===== config.mk =====
export PLATFORM = sky130hd
export DESIGN_NAME = tomasulo_rob_param
export DESIGN_NICKNAME = d
export VERILOG_FILES = /design/src/rtl/tomasulo_rob_param.sv
export SDC_FILE = /design/constraint.sdc
export NUM_CORES = 1
export LEC_CHECK = 0
export CORE_MARGIN = 2
export CORE_UTILIZATION = 50
export DETAILED_ROUTE_END_ITERATION = 8
export PLACE_DENSITY = 0.78
export SLEW_MARGIN = 10
export SYNTH_ARGS = -nofsm -noshare
export SYNTH_HDL_FRONTEND = slang
export SYNTH_SLANG_ARGS = --single-unit

===== constraint.sdc =====
create_clock -name clk1 -period 10.4 [get_ports clk1]
set_input_delay 2.08 -clock clk1 [delete_from_list [all_inputs] [get_ports clk1]]
set_output_delay 2.08 -clock clk1 [all_outputs]
set_load 0.05 [all_outputs]

===== src/rtl/tomasulo_rob_param.sv =====
// tomasulo_rob_param: parametrised reorder buffer with in-order retire, CDB capture,
// mispredict flush and a combinational operand-lookup port.
module tomasulo_rob_param #(
  parameter int DEPTH  = 8,
  parameter int DATA_W = 16,
  parameter int REG_AW = 4,
  parameter int TAG_W  = 3
) (
  input  logic              clk1,
  input  logic              rst,
  input  logic              disp_valid,
  input  logic [REG_AW-1:0] disp_dest,
  input  logic              disp_is_branch,
  output logic              disp_ready,
  output logic [TAG_W-1:0]  disp_tag,
  input  logic              cdb_valid,
  input  logic [TAG_W-1:0]  cdb_tag,
  input  logic [DATA_W-1:0] cdb_value,
  input  logic              cdb_mispredict,
  input  logic [TAG_W-1:0]  src_tag,
  output logic              src_ready,
  output logic [DATA_W-1:0] src_value,
  output logic              commit_valid,
  output logic [TAG_W-1:0]  commit_tag,
  output logic [REG_AW-1:0] commit_dest,
  output logic [DATA_W-1:0] commit_value,
  output logic              commit_we,
  output logic              flush,
  output logic [TAG_W:0]    count,
  output logic              empty,
  output logic              full
);
  logic [DEPTH-1:0]  valid, done, is_br, mis;
  logic [REG_AW-1:0] dest [DEPTH];
  logic [DATA_W-1:0] value [DEPTH];
  logic [TAG_W-1:0]  head, tail;
  logic              head_retire, head_flush, dispatch, cdb_wr;
  assign head_retire = valid[head] & done[head];
  assign head_flush  = head_retire & is_br[head] & mis[head];
  assign full        = count == (TAG_W+1)'(DEPTH);
  assign empty       = count == '0;
  assign disp_ready  = !full & !head_flush;
  assign disp_tag    = tail;
  assign dispatch    = disp_valid & disp_ready;
  // a mispredict retire discards everything younger, including this cycle's broadcast
  assign cdb_wr      = cdb_valid & valid[cdb_tag] & !done[cdb_tag] & !head_flush;
  assign src_ready   = valid[src_tag] & done[src_tag];
  assign src_value   = value[src_tag];
  always_ff @(posedge clk1 or posedge rst) begin
    if (rst) begin
      valid        <= '0;
      done         <= '0;
      is_br        <= '0;
      mis          <= '0;
      head         <= '0;
      tail         <= '0;
      count        <= '0;
      commit_valid <= 1'b0;
      commit_tag   <= '0;
      commit_dest  <= '0;
      commit_value <= '0;
      commit_we    <= 1'b0;
      flush        <= 1'b0;
    end else begin
      commit_valid <= head_retire;
      commit_we    <= head_retire & !is_br[head];
      flush        <= head_flush;
      if (head_retire) begin
        commit_tag   <= head;
        commit_dest  <= dest[head];
        commit_value <= value[head];
        valid[head]  <= 1'b0;
        head         <= head + TAG_W'(1);
      end
      if (head_flush) begin
        valid <= '0;
        done  <= '0;
        tail  <= head + TAG_W'(1);
        count <= '0;
      end else begin
        if (cdb_wr) begin
          done[cdb_tag] <= 1'b1;
          mis[cdb_tag]  <= cdb_mispredict & is_br[cdb_tag];
        end
        if (dispatch) begin
          valid[tail] <= 1'b1;
          done[tail]  <= 1'b0;
          is_br[tail] <= disp_is_branch;
          mis[tail]   <= 1'b0;
          tail        <= tail + TAG_W'(1);
        end
        count <= count + (TAG_W+1)'(dispatch) - (TAG_W+1)'(head_retire);
      end
    end
  end
  always_ff @(posedge clk1) begin
    if (dispatch) dest[tail] <= disp_dest;
    if (cdb_wr) value[cdb_tag] <= cdb_value;
  end
endmodule


==> qor.yml <==
floorplan:
  core_mm2: 0.0202
  rows: 52
  pin_count: 85
  die_area_mm2: 0.0218
  die_w_um: 148
  start_util: 0.511
  die_y_um: 148
sta:
  worst_pin_slew_ns: 0.966
  slew_violations: 0
  period_needed_ns: 6.74
  slew-limit-headroom: 0.356
  report.final.setup_viol: 0
  tns_ns: 0
  period_share: 0.648
  hold_viol_final: 0
  max_freq_mhz: 148
  grt_setup_unrepaired: "false"
  skew_ns: 0.0121
  fin_ws_ns: 3.66
synthesis:
  synth.distinct_cells: 46
  synthTopCellsByArea: "edfxtp_1, mux4_2, dfrtp_1"
  async_flop_share: 0.298
  ys_dominant_reg_cell: "edfxtp_1"
  yosysWarnings: 0
  postSynthCellCount: 633
  synth_area_mm2: 0.0103
  synth.largest_area_cell: "edfxtp_1"
  synthTopCellsByCount: "edfxtp_1, mux4_2, dfrtp_1"
  synthMostInstantiatedCell: "edfxtp_1"
  ys_ff_latch: 228
  avgSynthCellArea_um2: 16.3
  synthesis.nets: 674
  synth-seq-area-share: 0.630
  netlist.area_leader.share: 0.465
  synth_edf_count: 160
route:
  firstDrtPassIters: 5
  drc_errors: 0
  vias: 6145
  postRouteAntennaNets: 0
  drt_wl_total_um: 23200
  via_per_inst: 6.11
  drt_iter0_markers: 539
  wl_per_cell_um: 23.0
global_route:
  antenna_found_initial: 0
  grtUsageTotal: 0.220
  grt_first_pass_wirelength_um: 36900
  grt-ovfl-total: 0
  grt_pass1_vias: 6518
  grt_max_degree: 69
worst_hold_path:
  min_path_type: "reg2reg"
power:
  p_per_area_mw_per_mm2: 277
  p_clk_frac: 0.233
  internal-power_uw: 2140
  switchingPower_uw: 1240
  p_leak_uw: 0.00436
  power_uw: 3380
  power_frac_seq: 0.382
  irDropWorstVdd_v: 0.000207
  switching_share: 0.366
  pwr-share-comb: 0.386
worst_setup_path:
  crit_start: "head[0]"
  worst-path-stages: 8
  cp_max_fo: 31
  timing.critical_path.to: "disp_ready"
  r2r_slack_ns: 5.97
  worstPathCellList: "buf_4 -> mux4_2 -> mux2_2 -> a21boi_1 -> nand2_4 -> inv_2 -> nor2_1 -> clkdlybuf4s50_1"
  worstRegToRegCells: 8
  crit_type: "reg2out"
  slowest_stage: "clkdlybuf4s50_1"
  start_kind: "register"
  end_kind: "output port"
  worstReg2RegEnd: "dest[6][3]"
  arrival_ns: 4.66
  cp_num_buf_inv: 3
  worstReg2RegStart: "head[0]"
  cp_top_family: "buffers and inverters"
  required_ns: 8.32
  max_stage_delay_ns: 0.81
final_layout:
  nNetsFinal: 759
  drive_above_1_share: 0.226
  synthToLayoutAreaGrowth_pct: 18.1
  antenna_cells: 0
clock_network:
  cts_resized: 0
  tritoncts: "built"
  cts_buffers: 24
  htree_levels: 1
  cts.sinks: 228
  cts-hold-fix-buffers: 0
  path_clk_slew_ns: 0.06
  cts_root_buf: "clkbuf_16"
  clock_path_buffers: 3
  cts_setup_buffers: 0
  clk_latency_ns: 0.52
place:
  dp_worst_setup_slack_ns: 3.86
  port_buffers: 84
  gp_congestion: 0.872
  dp_hpwl_um: 14300
run:
  drv_cap: 0
outcome:
  status: "finished clean"
## layer usage
metal	wire length [um]	GRT usage	vias up
met4	607	0.0760	0
li1	-	-	2655
met2	11900	0.377	245
met5	0	0	-
met3	1340	0.0299	47
met1	9360	0.295	3198
## power by group through the flow
stage | Sequential (uW) | Combinational, uW | Clock [uW]
final | 1290 | 1300 | 787
after global routing | 1310 | 1410 | 835
after CTS | 1290 | 1320 | 800
after detailed placement | 1310 | 1310 | 0
after global placement | 1300 | 1280 | 0
after floorplan | 1440 | 787 | 0
## worst reg2reg max path: cells and delay by family, from the launching register on
| family | cells | cell delay [ns] |
|---|---|---|
| DFF | 1 | 0.80 |
| buffers and inverters | 3 | 1.19 |
| muxes | 2 | 0.94 |
| AOI/OAI and AO/OA | 1 | 0.19 |
| and+or+nand+nor | 2 | 0.99 |
## final cells by class
| type | count | area [um^2] |
|---|---|---|
| Fill cell | 1449 | 8030 |
| Sequential cell | 228 | 6510 |
| Multi-Input combinational cell | 342 | 3600 |
| Timing Repair Buffer | 100 | 956 |
| Clock buffer | 35 | 672 |
| Tap cell | 270 | 338 |
| Inverter | 22 | 82.6 |
| Clock inverter | 9 | 55.1 |
## per-stage QoR
stage	instance area, um^2	cells	hold WS, ns	util
CTS	12200	1006	0.498	0.603
global placement	11500	962	0.470	0.567
detailed placement	11500	962	0.484	0.567
global route	12200	1006	0.507	0.603
floorplan	10300	633	0.488	-
finish	12200	1006	0.490	0.603
## how the worst min path moves through the flow
stage	cells past startpoint	endpoint	startpoint
4_1_cts	2	commit_tag[2]	commit_tag[2]
6_report	2	commit_tag[2]	commit_tag[2]
2_1_floorplan	1	is_br[7]	is_br[7]
5_1_grt	2	commit_tag[2]	commit_tag[2]
3_5_place_dp	2	commit_tag[0]	commit_tag[0]
3_3_place_gp	2	commit_tag[2]	commit_tag[2]
## cells in the final DEF, fill, tap and decap left out, types with 3 or more instances in the layout
cell type,count
dfrtp_1,66
nand2_1,32
nor2_1,40
nor3b_1,5
xnor2_1,6
clkinv_1,4
edfxtp_1,160
mux4_2,81
nand2b_1,9
clkinv_2,3
clkbuf_16,24
buf_4,16
o31ai_1,7
clkbuf_1,8
a21boi_0,4
nand3_1,9
clkbuf_8,3
nand4_1,3
o211a_1,4
mux2_2,25
clkdlybuf4s50_1,83
a21oi_1,36
or4_1,5
mux2i_1,23
inv_1,20
ha_1,8
o21ai_0,15
## flip-flops by register name, summed over array words and instances (netlist names)
name	cells
commit_tag	3
is_br	8
mis	8
commit_value	16
disp_tag	3
valid	8
value	128
dest	32
flush	1
commit_we	1
done	8
head	3
commit_valid	1
commit_dest	4
count	4
## kinds of logic after synthesis
kind of cell,share of synthesized area
AOI/OAI and AO/OA,0.0452
xor gates and xnor gates,0.00593
adders and majority gates,0.0116
buffers and inverters,0.0240
DFF,0.630
muxes,0.228
and+or+nand+nor,0.0552
Power figures use the tool's default switching activity.
